## src/rtl/alu_pkg.sv

```systemverilog
// Shared ALU definitions: aluControl encodings for the divide ops and the
// divider state type. The ALU decoder should use these same constants.
package alu_pkg;

  localparam logic [4:0] ALU_DIV  = 5'h0e;
  localparam logic [4:0] ALU_DIVU = 5'h0f;
  localparam logic [4:0] ALU_REM  = 5'h10;
  localparam logic [4:0] ALU_REMU = 5'h11;

  typedef enum logic [1:0] {
    IDLE = 2'd0,
    CALC = 2'd1,
    FIX  = 2'd2,
    DONE = 2'd3
  } div_state_t;

  function automatic logic is_div_op(input logic [4:0] ctl);
    return (ctl == ALU_DIV) || (ctl == ALU_DIVU) || (ctl == ALU_REM) || (ctl == ALU_REMU);
  endfunction

  function automatic logic is_signed_op(input logic [4:0] ctl);
    return (ctl == ALU_DIV) || (ctl == ALU_REM);
  endfunction

  function automatic logic is_rem_op(input logic [4:0] ctl);
    return (ctl == ALU_REM) || (ctl == ALU_REMU);
  endfunction

endpackage

```

## src/rtl/div_step.sv

```systemverilog
// One radix-2 restoring step: shift the next dividend bit into the partial
// remainder and subtract the divisor if it fits.
module div_step #(
  parameter int W = 32
) (
  input  logic [W-1:0] rem_i,
  input  logic         bit_i,
  input  logic [W-1:0] divisor_i,
  output logic [W-1:0] rem_o,
  output logic         qbit_o
);

  logic [W:0] trial;

  assign trial  = {rem_i, bit_i};
  assign qbit_o = (trial >= {1'b0, divisor_i});
  // rem_i < divisor_i, so the true difference always fits in W bits.
  assign rem_o  = qbit_o ? (trial[W-1:0] - divisor_i) : trial[W-1:0];

endmodule

```

## src/rtl/div_unit.sv

```systemverilog
// Multi-cycle restoring divider for div/divu/rem/remu with start/busy/done
// handshake. Iterates on magnitudes, fixes signs in a final step.
module div_unit
  import alu_pkg::*;
#(
  parameter int XLEN = 32
) (
  input  logic            clk,
  input  logic            rst_n,
  input  logic            start,
  input  logic [4:0]      aluControl,
  input  logic [XLEN-1:0] srcA,
  input  logic [XLEN-1:0] srcB,
  output logic            busy,
  output logic            done,
  output logic [XLEN-1:0] result
);

  localparam int CW = $clog2(XLEN);
  localparam logic [XLEN-1:0] INT_MIN = {1'b1, {(XLEN-1){1'b0}}};

  div_state_t      state_q;
  logic            busy_q, done_q;
  logic [XLEN-1:0] result_q;
  logic            is_rem_q, neg_quo_q, neg_rem_q;
  logic [XLEN-1:0] divisor_q;
  logic [XLEN-1:0] dq_q;    // dividend bits shift out MSB-first, quotient bits shift in
  logic [XLEN-1:0] prem_q;
  logic [CW-1:0]   cnt_q;

  logic            op_signed, op_rem, a_neg, b_neg, div_zero, overflow;
  logic [XLEN-1:0] a_mag, b_mag, special_res;
  logic [XLEN-1:0] prem_d;
  logic            qbit_d;

  assign op_signed = is_signed_op(aluControl);
  assign op_rem    = is_rem_op(aluControl);
  assign a_neg     = op_signed & srcA[XLEN-1];
  assign b_neg     = op_signed & srcB[XLEN-1];
  assign a_mag     = a_neg ? (~srcA + 1'b1) : srcA;
  assign b_mag     = b_neg ? (~srcB + 1'b1) : srcB;
  assign div_zero  = (srcB == '0);
  assign overflow  = op_signed && (srcA == INT_MIN) && (srcB == '1);
  // Overflow quotient equals the dividend (INT_MIN), so srcA serves both cases.
  assign special_res = div_zero ? (op_rem ? srcA : '1)
                                : (op_rem ? '0 : srcA);

  div_step #(.W(XLEN)) u_step (
    .rem_i     (prem_q),
    .bit_i     (dq_q[XLEN-1]),
    .divisor_i (divisor_q),
    .rem_o     (prem_d),
    .qbit_o    (qbit_d)
  );

  always_ff @(posedge clk) begin
    if (!rst_n) begin
      state_q   <= IDLE;
      busy_q    <= 1'b0;
      done_q    <= 1'b0;
      result_q  <= '0;
      is_rem_q  <= 1'b0;
      neg_quo_q <= 1'b0;
      neg_rem_q <= 1'b0;
      divisor_q <= '0;
      dq_q      <= '0;
      prem_q    <= '0;
      cnt_q     <= '0;
    end else begin
      case (state_q)
        IDLE: begin
          if (start && is_div_op(aluControl)) begin
            busy_q <= 1'b1;
            if (div_zero || overflow) begin
              result_q <= special_res;
              done_q   <= 1'b1;
              state_q  <= DONE;
            end else begin
              is_rem_q  <= op_rem;
              neg_quo_q <= a_neg ^ b_neg;
              neg_rem_q <= a_neg;
              divisor_q <= b_mag;
              dq_q      <= a_mag;
              prem_q    <= '0;
              cnt_q     <= CW'(XLEN - 1);
              state_q   <= CALC;
            end
          end
        end
        CALC: begin
          prem_q <= prem_d;
          dq_q   <= {dq_q[XLEN-2:0], qbit_d};
          cnt_q  <= cnt_q - 1'b1;
          if (cnt_q == '0) begin
            state_q <= FIX;
          end
        end
        FIX: begin
          if (is_rem_q) begin
            result_q <= neg_rem_q ? (~prem_q + 1'b1) : prem_q;
          end else begin
            result_q <= neg_quo_q ? (~dq_q + 1'b1) : dq_q;
          end
          done_q  <= 1'b1;
          state_q <= DONE;
        end
        DONE: begin
          done_q  <= 1'b0;
          busy_q  <= 1'b0;
          state_q <= IDLE;
        end
        default: begin
          state_q <= IDLE;
        end
      endcase
    end
  end

  assign busy   = busy_q;
  assign done   = done_q;
  assign result = result_q;

endmodule

```

## config.mk

```make
export PLATFORM = sky130hd
export DESIGN_NAME = div_unit
export DESIGN_NICKNAME = d
export VERILOG_FILES = /design/src/rtl/alu_pkg.sv /design/src/rtl/div_step.sv /design/src/rtl/div_unit.sv
export SDC_FILE = /design/constraint.sdc
export NUM_CORES = 1
export LEC_CHECK = 0
export ABC_CLOCK_PERIOD_IN_PS = 3600
export CORE_MARGIN = 4
export CORE_UTILIZATION = 25
export CTS_CLUSTER_DIAMETER = 50
export DETAILED_ROUTE_END_ITERATION = 6
export PLACE_DENSITY = 0.52
export SKIP_LAST_GASP = 1
export SLEW_MARGIN = 0
export SYNTH_ARGS = -nofsm -noshare
export SYNTH_HDL_FRONTEND = slang
export SYNTH_SLANG_ARGS = --single-unit
```

## constraint.sdc

```tcl
create_clock -name clk -period 3.6 [get_ports clk]
set_clock_uncertainty 0.05 [all_clocks]
set_input_delay 0.54 -clock clk [delete_from_list [all_inputs] [get_ports clk]]
set_output_delay 0.54 -clock clk [all_outputs]
set_load 0.02 [all_outputs]
```

==> reports/qor.txt <==
global-route wire length before repair - 62,400 um
initial antenna violation count - 0
Tmin final - 3500 ps
Worst EP required - 3880 ps
Most Frequent Cell on Critical Path - or4_4
Syn. warnings - 0
pre-CTS setup slack - -364 ps
DR WL/cell - 17.9 um
1st-iter DRT viols - 922
Vias - 11,529
CP Launch Point - srcA[10]
cells after synthesis - 1,471
Core ar. - 0.0432 sq mm
largest net degree at the start of global routing - 59
Final period util - 97.3%
syn nets - 1,587
Setup TNS - 0 ps
chip width - 217 um
gpl congestion - 0.892
Critical Path AT - 3780 ps
most frequent cells in the layout - a21oi_1, dfxtp_1, nor2_1
CP max stage delay - 580 ps
number of flops mapped to enable cells by yosys - 0
io pins - 106
postcts setup bufs - 0
synthesis-stage register bit count - 140
ys flop type - dfxtp_1
root buffer cell - clkbuf_16
type of the worst setup path - input port to flip-flop
CP Max Fanout - 26
CTS Sinks - 140
Remaining DRCs - 0
Num CTS Buffers - 17
die extent in y - 217 um
RSZ-0062 raised after global routing - no
Final Hold Viols - 0
setup ws final - 97.7 ps
CTS Buffer Depth - 2
Worst-path clk slew - 70 ps
Initial Utilization - 25.4%
Area growth syn-to-layout - 27.6%
I/O Buffers - 105
Vias/cell - 5.19
Slowest cell on crit path - or4_4
Antenna Cells - 0
Synth cell types - 79
cells resized by post-CTS repair - 0
R2R depth - 8
Rows - 76
leakage power - 0.00510 uW
Pre-antenna DRT Iters - 6
status - complete, no violations
startpoint types - input port
Crit Reg-Reg Endpoint - result[30]$_SDFFE_PN0P_
cells along the critical path - clkdlybuf4s50_1 -> or4_4 -> or4_4 -> or4_4 -> o21ai_2 -> a21o_2 -> a21boi_4 -> buf_12 -> o311a_1 -> nor3_1
DIE AREA - 0.0472 sq mm
Cell Area, Synth - 0.0110 sq mm
CTS tree - done
drt total wl - 39,700 um
max_cap viols - 0
pwr/cell area - 443 mW/mm^2
CTS hold repair buffers - 0
layout cells sized above 1 - 12.0%
worst skew pair latency - 440 ps
ANT nets after route - 0
gr usage total - 16.4%
Reg2Reg Setup Slack - 340 ps
part of the Yosys area used for sequential elements - 25.6%
crit path to - result[6]$_SDFFE_PN0P_
Avg Inst Size Synth - 7.45 sq um
Slew Viols, Final - 0
HP Class - flip-flop to flip-flop
# setup viols final - 0
most common cell after layout, fill and taps aside - a21oi_1
# H-tree levels - 4
DP HPWL - 31,100 um
vias in the first global route - 11,046
worst vdd ir - 0.000239 V
Setup crit end kind - flip-flop
Reg-to-Reg Start - dq_q[4]$_SDFFE_PN0P_
# nets final - 1,739
ys async rst share - 0%
fmax - 0.286 GHz
Slew HR - 54.6%
GR Overflow Total - 0
actual slew at the worst max-slew pin - 680 ps
cell usage after synthesis, drive strengths merged (27+ instances only):
cell type | count | area share, %
nand2 | 129 | 4.4
nor3 | 37 | 1.7
xor2 | 62 | 5.0
o21ai | 105 | 4.8
clkbuf | 74 | 2.5
nand3 | 32 | 1.5
xnor2 | 83 | 6.6
a21oi | 147 | 6.8
nor2 | 141 | 4.9
o31ai | 27 | 1.8
a22oi | 28 | 1.9
dfxtp | 140 | 26
inv | 63 | 2.2
ha | 43 | 4.9
a211oi | 45 | 3.4
routing by layer:
layer	track usage, %	share of wire (%)	vias up
met5	0	0	-
met4	4.32	1.7	0
met3	2.25	4.6	37
met2	26.7	46	315
met1	22.9	48	5512
li1	-	-	5665
how the worst min path moves through the flow:
stage                          startpoint                    endpoint  cells after the start  slack, ps
2_1_floorplan  divisor_q[31]$_SDFFE_PN0P_  divisor_q[31]$_SDFFE_PN0P_                      2        380
3_3_place_gp   divisor_q[31]$_SDFFE_PN0P_  divisor_q[31]$_SDFFE_PN0P_                      2        400
3_5_place_dp      result[20]$_SDFFE_PN0P_     result[20]$_SDFFE_PN0P_                      2        400
4_1_cts           result[20]$_SDFFE_PN0P_     result[20]$_SDFFE_PN0P_                      2        410
5_1_grt           result[20]$_SDFFE_PN0P_     result[20]$_SDFFE_PN0P_                      2        430
6_report          result[20]$_SDFFE_PN0P_     result[20]$_SDFFE_PN0P_                      2        410
power by group:
group          switching, uW  internal (uW)
Sequential               124           1680
Clock                    757           1030
Combinational           1480           1120
Total                   2360           3830
registers in the layout, summed over array words and instances, names as in the netlist, 2 cells and up:
name and count:
divisor_q 32, prem_q 32, result 32, dq_q 32, cnt_q 5, state_q 2
critical path: cells and delay by family:
kind / cells / cell delay [ps]
AND/OR/NAND/NOR: 4 / 1700
AO/OA/AOI/OAI: 4 / 870
buffers and inverters: 2 / 660
cell type report:
cell class / count / area, sq um
Clock buffer: 20 / 447
Clock inverter: 11 / 120
Fill cell: 4669 / 29200
Inverter: 63 / 236
Multi-Input combinational cell: 1172 / 7530
Sequential cell: 140 / 2800
Tap cell: 585 / 732
Timing Repair Buffer: 229 / 2120
metrics by stage:
step                total power, uW  std cells  utilization (%)  hold slack (ps)  cell area, sq um
floorplan                      3450       1471                -              382             11000
global placement               4400       2189             31.1              396             13400
detailed placement             4410       2189             31.1              400             13400
CTS                            6210       2220             32.4              408             14000
global route                   6540       2220             32.4              432             14000
finish                         6190       2220             32.4              405             14000
cells by family (layout without fill, tap and decap cells):
logic type | count (synthesis) | in the layout | share of synthesized area [%]
AO/OA/AOI/OAI | 478 | 478 | 28.5
XOR/XNOR | 145 | 145 | 11.6
adder cells (fa/ha/maj) | 58 | 58 | 6.37
buffers and inverters | 159 | 323 | 5.94
flip-flops | 140 | 140 | 25.6
multiplexers | 8 | 8 | 0.742
AND/OR/NAND/NOR | 483 | 483 | 21.3
(Power assumes the default switching activity.)
